$ cat src/rtl/mult_sched_pkg.sv
// rtl/mult_sched_pkg.sv - shared types and defaults for the shift-add multiplier scheduler
package mult_sched_pkg;

    localparam int DEFAULT_WIDTH = 4;

    typedef enum logic [1:0] {
        S_IDLE,
        S_LOAD,
        S_SHIFT,
        S_DONE
    } state_t;

    typedef enum logic [1:0] {
        DP_HOLD,
        DP_LOAD,
        DP_STEP
    } dp_mode_t;

endpackage

$ cat src/rtl/shiftadd_dp.sv
// rtl/shiftadd_dp.sv - shift-add multiply datapath with carry-preserving accumulator
module shiftadd_dp
    import mult_sched_pkg::*;
#(
    parameter int WIDTH = DEFAULT_WIDTH
) (
    input  logic                 clk,
    input  logic                 rst_n,
    input  dp_mode_t             mode,
    input  logic [WIDTH-1:0]     a,
    input  logic [WIDTH-1:0]     b,
    output logic [2*WIDTH-1:0]   prod
);

    logic [WIDTH-1:0]   mcand;
    logic [2*WIDTH:0]   acc;
    logic [WIDTH:0]     sum;

    // Upper-half add is WIDTH+1 bits; the top accumulator bit is always zero here
    // and doubles as the carry slot, so the carry rides into the shift intact.
    always_comb begin
        sum = acc[2*WIDTH:WIDTH] + (acc[0] ? {1'b0, mcand} : '0);
    end

    // Load operands, or perform one conditional-add-then-shift step.
    always_ff @(posedge clk or negedge rst_n) begin
        if (!rst_n) begin
            mcand <= '0;
            acc   <= '0;
        end else begin
            case (mode)
                DP_LOAD: begin
                    mcand <= a;
                    acc   <= {1'b0, {WIDTH{1'b0}}, b};
                end
                DP_STEP: begin
                    acc <= {1'b0, sum, acc[WIDTH-1:1]};
                end
                default: begin
                    mcand <= mcand;
                    acc   <= acc;
                end
            endcase
        end
    end

    assign prod = acc[2*WIDTH-1:0];

endmodule

$ cat src/rtl/mult_sched.sv
// rtl/mult_sched.sv - two-requester round-robin scheduler around a shift-add multiplier
module mult_sched
    import mult_sched_pkg::*;
#(
    parameter int WIDTH = DEFAULT_WIDTH
) (
    input  logic                 clk,
    input  logic                 rst_n,
    input  logic [1:0]           req_i,
    input  logic [WIDTH-1:0]     a0_i,
    input  logic [WIDTH-1:0]     b0_i,
    input  logic [WIDTH-1:0]     a1_i,
    input  logic [WIDTH-1:0]     b1_i,
    output logic [1:0]           ack_o,
    output logic                 busy_o,
    output logic                 done_o,
    output logic [2*WIDTH-1:0]   prod_o,
    output logic                 id_o
);

    localparam int CW = ($clog2(WIDTH) > 0) ? $clog2(WIDTH) : 1;
    localparam logic [CW-1:0] LAST_STEP = CW'(WIDTH - 1);

    state_t              state;
    state_t              state_nx;
    dp_mode_t            mode;
    logic [CW-1:0]       cnt;
    logic                prio;
    logic                grant_any;
    logic                grant_id;
    logic                owner;
    logic [WIDTH-1:0]    op_a;
    logic [WIDTH-1:0]    op_b;
    logic [2*WIDTH-1:0]  dp_prod;

    // Arbiter: a lone requester always wins; on contention the favoured one wins.
    always_comb begin
        grant_any = |req_i;
        grant_id  = 1'b0;
        if (req_i == 2'b11) begin
            grant_id = prio;
        end else begin
            grant_id = req_i[1];
        end
    end

    // Next-state and datapath mode.
    always_comb begin
        state_nx = state;
        mode     = DP_HOLD;
        case (state)
            S_IDLE: begin
                if (grant_any) begin
                    state_nx = S_LOAD;
                end
            end
            S_LOAD: begin
                mode     = DP_LOAD;
                state_nx = S_SHIFT;
            end
            S_SHIFT: begin
                mode = DP_STEP;
                if (cnt == LAST_STEP) begin
                    state_nx = S_DONE;
                end
            end
            S_DONE: begin
                state_nx = S_IDLE;
            end
            default: begin
                state_nx = S_IDLE;
            end
        endcase
    end

    assign busy_o = (state != S_IDLE);

    // State register.
    always_ff @(posedge clk or negedge rst_n) begin
        if (!rst_n) begin
            state <= S_IDLE;
        end else begin
            state <= state_nx;
        end
    end

    // Step counter: runs only while shifting, parked at zero otherwise.
    always_ff @(posedge clk or negedge rst_n) begin
        if (!rst_n) begin
            cnt <= '0;
        end else if (state == S_SHIFT) begin
            cnt <= cnt + 1'b1;
        end else begin
            cnt <= '0;
        end
    end

    // Acceptance: pulse ack, capture the winner's operands and id, rotate priority.
    always_ff @(posedge clk or negedge rst_n) begin
        if (!rst_n) begin
            ack_o <= '0;
            op_a  <= '0;
            op_b  <= '0;
            owner <= 1'b0;
            prio  <= 1'b0;
        end else begin
            ack_o <= '0;
            if (state == S_IDLE && grant_any) begin
                ack_o <= grant_id ? 2'b10 : 2'b01;
                op_a  <= grant_id ? a1_i : a0_i;
                op_b  <= grant_id ? b1_i : b0_i;
                owner <= grant_id;
                prio  <= ~grant_id;
            end
        end
    end

    // Result registers: captured once per operation and held until the next one.
    always_ff @(posedge clk or negedge rst_n) begin
        if (!rst_n) begin
            done_o <= 1'b0;
            prod_o <= '0;
            id_o   <= 1'b0;
        end else begin
            done_o <= (state == S_DONE);
            if (state == S_DONE) begin
                prod_o <= dp_prod;
                id_o   <= owner;
            end
        end
    end

    shiftadd_dp #(
        .WIDTH (WIDTH)
    ) u_dp (
        .clk   (clk),
        .rst_n (rst_n),
        .mode  (mode),
        .a     (op_a),
        .b     (op_b),
        .prod  (dp_prod)
    );

endmodule

$ cat config.mk
export PLATFORM = sky130hd
export DESIGN_NAME = mult_sched
export DESIGN_NICKNAME = d
export VERILOG_FILES = /design/src/rtl/mult_sched_pkg.sv /design/src/rtl/shiftadd_dp.sv /design/src/rtl/mult_sched.sv
export SDC_FILE = /design/constraint.sdc
export NUM_CORES = 1
export LEC_CHECK = 0
export BUFFER_PORTS_ARGS = -buffer_cell sky130_fd_sc_hd__buf_2
export CORE_ASPECT_RATIO = 1.1
export CORE_UTILIZATION = 45
export CTS_CLUSTER_DIAMETER = 150
export DETAILED_ROUTE_END_ITERATION = 8
export PLACE_DENSITY = 0.65
export SYNTH_ARGS = -nofsm -noshare
export SYNTH_HDL_FRONTEND = slang
export SYNTH_SLANG_ARGS = --single-unit
$ cat constraint.sdc
create_clock -name clk -period 2.08 [get_ports clk]
set_input_delay 0.208 -clock clk [delete_from_list [all_inputs] [get_ports clk]]
set_output_delay 0.208 -clock clk [all_outputs]
set_load 0.02 [all_outputs]
==> metrics, run 1 <==
Mapped Area 1690 um^2; synth top area cells dfrtp_1, mux2_2, ha_1; number of global-route vias before repair 1,103; element type at the critical path end register; WL final 2950 um; Pleak 0.00106 uW; die footprint 4010 um^2; CTS H-Tree Depth 2; first-pass GRT wire length slightly below 5000 um; Cells after Synth approximately 140; crit-path max FO 6; number of top-level pins 33; final hold vios 3; Die Y 66.3 um; worst vdd ir 1.01 mV; clk root buf clkbuf_8; Max-Cap Viols 0; row count 23; hold buffers post-CTS 0; commonest cells in the netlist dfrtp_1, inv_1, mux2_2; Avg WL per Cell 13.2 um; Skew-Pair Late Insertion Delay 290 ps; vias 1,139; Setup Viol. Count Final 0; Req. time, crit path 2300 ps; Sw Pwr 1190 uW; Yosys top cell by area dfrtp_1; drt first-iter violations 51; count of flip-flops with a built-in enable after synthesis 0; setup repair after global routing missed its margin no; fin area 2050 um^2; setup TNS 0 ps; Final Skew 8.06 ps; Synth top area share 56.2%; Post-Place Setup Slack 438 ps; outcome finished with violations; remaining global-route overflow 0; Clock transition at path regs 80 ps; CTS tree done; Final Critical Period 1640 ps; Die W 60.5 um; layout cell share with drive strength beyond 1 34.1%; register bit total from synthesis 38; Initial Util a little under half; largest net degree at the start of global routing 39; critical path class register to register; Reg power frac 37.9%; Critical Path Source Type register; slowest cell delay on critical path 410 ps; Int Pwr 2170 uW; post-synth cell types 26; commonest register cell after synthesis dfrtp_1; Antenna Violating Nets Remaining 0; CTS resizes 0; Placement Cell Area between 1500 and 2000 um^2; Final #Nets just over 200; Pwr Density 1640 nW/um^2; crit-path cells and2_1 > ha_1 > inv_1 > fa_1 > nor2b_1 > o21a_1 > nor2_1 > o22ai_1; Worst-Margin Slew approximately 810 ps; share of the yosys chip area belonging to registers 56.2%; count leader, synth dfrtp_1; DR pass1 iterations 4; synth warn 0; combinational fraction of design power 39.2%; Avg Cell Area, Syn 12.5 um^2; Post-Syn Nets 166; switch share 35.4%; Antenna Cells 0; final HPWL from detailed placement 2160 um; clock sinks 38; initial antenna violation count 0; total track usage 17.4%; vias per cell 5.11; Final Worst Setup Slack 437 ps; worst hold slack -0.428 ps; Final Cycle Share 79.0%; # fillers around 320; Clock power frac approximately 23%; Port Buffers 32; GPL Wtd Cong ~0.74; # DRC 0; area growth from synthesis to layout 21.1%; CTS max path bufs 2; Inserted Clock Buffers 5; failing checks hold timing; slowest CP cell dfrtp_1; worst hold path class input port to async pin; Core Footprint 3630 um^2; Slew HR between 40% and 50%; Worst EP arrival 1860 ps; max-slew violation count 0; post-CTS setup buffers 0; asr flop ratio synth 100%; Max Freq 0.609 GHz
[routing by layer]
| layer | vias up | track usage [%] | share of wire [%] |
|---|---|---|---|
| met5 | - | 0 | 0 |
| met4 | 0 | 10.2 | 2.2 |
| met3 | 7 | 5.28 | 3.5 |
| li1 | 545 | - | - |
| met1 | 561 | 21.0 | 45 |
| met2 | 26 | 26.9 | 49 |
[cell type report]
| cell class | instances | area, um^2 | share of cell area, % |
|---|---|---|---|
| Clock buffer | 6 | 82.6 | 4.03 |
| Clock inverter | 2 | 60.1 | 2.93 |
| Inverter | 19 | 71.3 | 3.48 |
| Multi-Input combinational cell | 75 | 656 | 32.0 |
| Sequential cell | 38 | 951 | 46.4 |
| Tap cell | 50 | 62.6 | 3.05 |
| Timing Repair Buffer | 33 | 168 | 8.18 |
[power groups by stage]
| stage | sequential, uW | clock (uW) | combinational (uW) |
|---|---|---|---|
| finish | 1270 | 767 | 1320 |
| CTS | 1280 | 786 | 1330 |
| global placement | 1270 | 0 | 1280 |
| global route | 1310 | 815 | 1470 |
| detailed placement | 1290 | 0 | 1330 |
| floorplan | 1350 | 0 | 883 |
[cell usage in the layout, fill, tap and decap left out, types with 2 or more instances in the layout]
| cell | n |
|---|---|
| and2_1 | 4 |
| nand2_1 | 4 |
| a21oi_4 | 2 |
| inv_1 | 18 |
| o22ai_1 | 2 |
| nor2b_1 | 2 |
| mux2_2 | 13 |
| a21oi_1 | 6 |
| clkbuf_8 | 6 |
| dfrtp_1 | 38 |
| a222oi_1 | 8 |
| buf_2 | 32 |
| mux2i_1 | 4 |
| nor2_1 | 7 |
| ha_1 | 10 |
| a21o_1 | 3 |
| bufinv_16 | 2 |
[cell families after synthesis]
logic type	after synthesis	synth area share [%]
AND/OR/NAND/NOR	19	5.47
multiplexers	17	11.0
buffers and inverters	22	5.10
adder cells (fa/ha/maj)	11	8.57
flip-flops	38	56.2
AO/OA/AOI/OAI	27	13.2
XOR/XNOR	1	0.517
[worst paths after layout]
kind | from | endpoint | slack (ps) | cells after the start
min in group clk | b1_i[3] | op_b[3] | 140 | 3
worst min-delay path | rst_n | u_dp.acc[4] | -0.4 | 1
max in group asynchronous | rst_n | owner | 1570 | 1
worst max register to register | u_dp.acc[0] | u_dp.acc[7] | 440 | 8
worst max-delay path | u_dp.acc[0] | u_dp.acc[7] | 440 | 8
worst min register to register | cnt[0] | cnt[0] | 440 | 1
[metrics by stage]
stage	hold slack (ps)	total power, uW	util [%]	cells
after floorplan	-87.6	2240	-	135
after global placement	348	2550	52.6	215
after detailed placement	354	2620	52.6	215
after CTS	36.1	3400	56.6	223
after global routing	71.6	3600	56.6	223
final	-0.428	3360	56.6	223
[worst max-delay path: cells and delay by family (launching register included)]
| family | cells | cell delay (ps) |
|---|---|---|
| buffers and inverters | 1 | 50 |
| AO/OA/AOI/OAI | 2 | 230 |
| AND/OR/NAND/NOR | 3 | 340 |
| flip-flops | 1 | 410 |
| adder cells (fa/ha/maj) | 2 | 520 |
[registers in the layout, summed over array words and instances, names as in the netlist]
register,count
owner,1
state,2
op_a,4
prio,1
id_o,1
op_b,4
prod_o,8
done_o,1
u_dp.mcand,4
ack_o,2
cnt,2
u_dp.acc,8
No activity file was read; power rests on OpenSTA's default activity.
==> run 2: changes to the inputs <==
Clock period 2.08 ns to 1.71 ns, I/O delays scaled along.
==> metrics, run 2 (same netlist as run 1, synthesis figures left out) <==
Die Y 66.3 um; max-slew violation count 0; remaining global-route overflow 0; first-pass GRT wire length 5240 um; Max-Cap Viols 0; Antenna Violating Nets Remaining 0; Int Pwr 2500 uW; Core Footprint 3630 um^2; Sw Pwr 1490 uW; Final Skew between 3 and 4 ps; Initial Util 46.7%; number of global-route vias before repair 1,132; Skew-Pair Late Insertion Delay around 290 ps; WL final 3120 um; drt first-iter violations 62; worst hold path class input port to register; # fillers around 320; area growth from synthesis to layout 22.5%; clock sinks 38; Worst EP arrival approximately 1800 ps; GPL Wtd Cong 0.763; # DRC 0; DR pass1 iterations 4; Reg power frac between 30% and 40%; worst vdd ir 0.825 mV; most frequent cells in the layout dfrtp_1, buf_2, inv_1; Final #Nets 207; Pwr Density 1930 nW/um^2; Final Critical Period 1600 ps; CTS H-Tree Depth 2; initial antenna violation count 0; setup repair after global routing missed its margin yes; Max Freq about 0.63 GHz; Inserted Clock Buffers 5; worst hold slack 106 ps; largest net degree at the start of global routing 39; Placement Cell Area 1940 um^2; Final Worst Setup Slack 111 ps; Antenna Cells 0; final HPWL from detailed placement 2270 um; crit-path cells nand2_1 > inv_1 > ha_1 > a21o_1 > a21oi_1 > xor2_1 > o22ai_1; most common cell after layout, fill and taps aside dfrtp_1; Final Cycle Share 93.5%; Req. time, crit path 1880 ps; Critical Path Source Type register; Slew HR a little over two thirds; fin area 2070 um^2; final hold vios 0; layout cell share with drive strength beyond 1 36.7%; critical path class register to register; CTS max path bufs 2; Power Total between 3000 and 4000 uW; Avg WL per Cell 13.7 um; Clock power frac between 10% and 20%; Layout Utilization 57.2%; crit-path max FO 6; Port Buffers 32; post-CTS setup buffers 0; total track usage a little under a fifth; Setup Viol. Count Final 0; row count 23; largest registers prod_o: 8 flops, u_dp.acc: 8 flops; slowest CP cell dfrtp_1; Pleak around 0.0011 uW; CTS tree done; slowest cell delay on critical path 420 ps; element type at the critical path end register; vias 1,163; vias per cell 5.12; clk root buf clkbuf_8; Die W 60.5 um; Worst-Margin Slew 453 ps; combinational fraction of design power 42.0%; outcome completed; switch share 37.3%; number of top-level pins 33; Post-Place Setup Slack around 64 ps; die footprint 4010 um^2; Clock transition at path regs 80 ps
run 2: cell count changes in the layout (fill, tap and decap cells not counted), sizes merged:
cell and delta:
clkinvlp +2, buf +3, clkbuf -1, dlygate4sd3 +1
bufinv -1
run 2: repair_timing:
item / in CTS / in global routing
hold buffers: 1 / 0
endpoints found under the setup margin: 0 / 2
gates resized for setup: 0 / 3
endpoints found under the hold margin: 38 / 0
run 2: through the flow:
step                cells  setup TNS, ps
detailed placement    218              0
CTS                   227              0
global placement      218              0
global route          227          -8.23
finish                227              0
floorplan             135              0
run 2: path summary, 6_finish.rpt:
kind / end / depth (start not counted) / start / slack [ps]
worst max-delay path: u_dp.acc[6] / 7 / u_dp.acc[0] / 110
worst min-delay path: op_b[0] / 3 / b1_i[0] / 110
worst max register to register: u_dp.acc[6] / 7 / u_dp.acc[0] / 110
worst min register to register: cnt[0] / 1 / cnt[0] / 430
max in group asynchronous: op_a[2] / 3 / rst_n / 1160
min in group asynchronous: prod_o[2] / 3 / rst_n / 370
run 2: power groups by stage:
stage	Combinational [uW]	Clock, uW	Sequential (uW)
global route	1870	816	1620
detailed placement	1680	0	1570
global placement	1610	0	1550
finish	1680	764	1550
floorplan	1070	0	1650
CTS	1690	778	1560
run 2: per-layer routing:
layer  GRT usage (%)  part of all wire (%)
met4            5.97                   1.6
met1            24.2                    46
met2            28.3                    49
met3            5.87                   3.3
met5               0                     0
run 2: critical path, delay by kind of cell, from the launching register on:
kind	cells	cell delay [ps]
AO/OA/AOI/OAI	3	430
flip-flops	1	420
adder cells (fa/ha/maj)	1	270
XOR/XNOR	1	170
AND/OR/NAND/NOR	1	130
buffers and inverters	1	60
run 2: cell type report:
cell class | instances | area [um^2] | area share [%]
inverters | 19 | 71.3 | 3.44
repair buffers | 37 | 213 | 10.3
well taps | 50 | 62.6 | 3.02
clock inverters | 3 | 45.0 | 2.17
flip-flops and latches | 38 | 951 | 45.8
clock buffers | 5 | 68.8 | 3.32
multi-input cells | 75 | 663 | 32.0
==> run 3: changes to the inputs <==
Settings changed: ABC_AREA from default to 1.
==> metrics, run 3 <==
Post-Syn Nets roughly 220; register bit total from synthesis 38; combinational fraction of design power 44.7%; setup TNS 0 ps; crit path launch u_dp.acc[0]; Core Footprint 3680 um^2; CTS tree done; Clock transition at path regs 70 ps; met3 Track Usage GR between 6 and 7%; worst hold path class input port to register; M2 GR Usage 27.6%; RR Startpoint u_dp.acc[0]; DR pass1 iterations 4; synth top area cells dfrtp_1, nand2_1, ha_1; Pleak 0.00113 uW; Worst EP arrival 1740 ps; Antenna Violating Nets Remaining 0; total track usage 17.9%; first-pass GRT wire length around 5300 um; fin area 2090 um^2; Final Critical Period 1580 ps; Int Pwr between 2000 and 2500 uW; number of top-level pins 33; mux cell area share after synthesis 4.48%; Synth top area share a little over half; outcome completed; Die W 61.6 um; Mapped Area 1760 um^2; Post-Synth Adder-Cell Area 8.25%; Layout Cells excl Fill 278; final HPWL from detailed placement ~2400 um; number of global-route vias before repair 1,198; count leader, synth nand2_1; Port Buffers 32; critical path class register to register; largest net degree at the start of global routing 39; Initial Util 47.8%; Pwr Density 1850 nW/um^2; Compound-Gate Fraction of Synth Area 8.68%; # fillers 367; busiest grt layer met2; vias per cell about 4.6; Slew HR 65.0%; met1 Resource Use GR a little under a quarter; # DRC 0; Yosys top cell by area dfrtp_1; Antenna Cells 0; Die Y 67.6 um; row count 23; Layout Utilization 56.9%; Setup Viol. Count Final 0; clk root buf clkbuf_8; vias 1,280; Cells after Synth approximately 190; CTS H-Tree Depth 2; CTS max path bufs 2; Final Cycle Share between 90 and 100%; final hold vios 0; Reg power frac 39.7%; switch share 39.5%; Worst-Margin Slew 525 ps; Post-Synth XOR/XNOR Area 0%; area growth from synthesis to layout 19.1%; share of the yosys chip area belonging to registers 54.1%; crit-path max FO 5; Placement Cell Area 1980 um^2; layout cell share with drive strength beyond 1 25.0%; die footprint ~4200 um^2; remaining global-route overflow 0; Avg Cell Area, Syn roughly 9.5 um^2; Req. time, crit path ~1900 ps; Inserted Clock Buffers 5; largest family of logic cells by synthesized area simple AND/OR/NAND/NOR gates; Clock power frac 15.6%; Avg WL per Cell 10.9 um; most frequent cells in the layout nand2_1, dfrtp_1, buf_2; synth warn 0; element type at the critical path end register; clock sinks 38; GPL Wtd Cong around 0.80; worst vdd ir ~0.7 mV; WL final roughly 3000 um; commonest register cell after synthesis dfrtp_1; Power Total 3870 uW; count of flip-flops with a built-in enable after synthesis 0; largest registers prod_o: 8 flops, u_dp.acc: 8 flops; drt first-iter violations between 60 and 70; Max-Cap Viols 0; Final #Nets around 260; post-synthesis simple-gate area fraction between 15 and 20%; initial antenna violation count 0; Sw Pwr 1530 uW; Skew-Pair Late Insertion Delay 280 ps; worst min-delay path startpoint a0_i[2]; asr flop ratio synth 100%; Placed Cells incl. Taps 268; max-slew violation count 0; Critical Path Source Type register; commonest cells in the netlist nand2_1, dfrtp_1, inv_1; most common cell after layout, fill and taps aside nand2_1; post-synth cell types 19; Final Skew around 2.5 ps; Max Freq about 0.63 GHz
-- run 3: cell count changes after synthesis, moves of 4 or more --
cell / before / now
a21oi_1: 6 / 10
a222oi_1: 8 / 0
and2_1: 4 / 0
inv_1: 18 / 25
mux2_2: 13 / 7
mux2i_1: 4 / 0
nand2_1: 4 / 45
nand3_1: 0 / 13
nor2_1: 7 / 14
o21ai_0: 1 / 8
-- run 3: per-stage QoR --
stage          hold slack [ps]  setup slack, ps
2_1_floorplan             -125              288
3_3_place_gp               245              243
3_5_place_dp               244              185
4_1_cts                   81.0              123
5_1_grt                   90.2            -9.37
6_report                  89.2              128
-- run 3: cell type report --
| type | instances | area [um^2] | area share (%) |
|---|---|---|---|
| clock buffers | 7 | 86.3 | 4.12 |
| clock inverters | 1 | 5.00 | 0.239 |
| inverters | 25 | 93.8 | 4.48 |
| multi-input cells | 119 | 688 | 32.9 |
| flip-flops and latches | 38 | 951 | 45.4 |
| well taps | 50 | 62.6 | 2.99 |
| repair buffers | 38 | 208 | 9.92 |
-- run 3: logic make-up after synthesis --
kind of cell             after synthesis
adder cells (fa/ha/maj)               11
flip-flops                            38
AO/OA/AOI/OAI                         27
buffers and inverters                 29
multiplexers                           7
AND/OR/NAND/NOR                       74
-- run 3: worst max-delay path, stage by stage, from the launching register on --
cell and delay [ps]:
dfrtp_1 410, nand2_1 80, inv_1 60, ha_2 180
inv_1 60, fa_1 350, inv_1 90, a21oi_1 70
o21ai_0 60, o21ai_0 100
-- run 3: path summary, 6_finish.rpt --
| check | to | slack [ps] | cells past startpoint |
|---|---|---|---|
| worst min register to register | cnt[0] | 430 | 1 |
| worst max-delay path | u_dp.acc[5] | 130 | 9 |
| max in group asynchronous | owner | 930 | 3 |
| min in group asynchronous | done_o | 460 | 3 |
| worst min-delay path | op_a[2] | 90 | 3 |
| worst max register to register | u_dp.acc[5] | 130 | 9 |
-- run 3: power groups by stage --
stage	Combinational (uW)	Clock [uW]	Sequential, uW
detailed placement	1740	0	1550
floorplan	1130	0	1650
global route	1990	676	1600
CTS	1740	630	1540
global placement	1700	0	1530
finish	1730	605	1540
-- run 3: per-layer routing --
metal,vias to the layer above,routed length [um],part of all wire (%)
li1,679,-,-
met1,561,1470,48
met2,35,1390,46
met3,5,140,4.6
met4,0,44,1.4
met5,-,0,0
-- run 3: what timing repair did --
item,CTS,global route
hold buffers,1,0
endpoints found under the hold margin,38,0
gates resized for setup,0,1
setup endpoints to repair,0,1
setup buffers,0,1
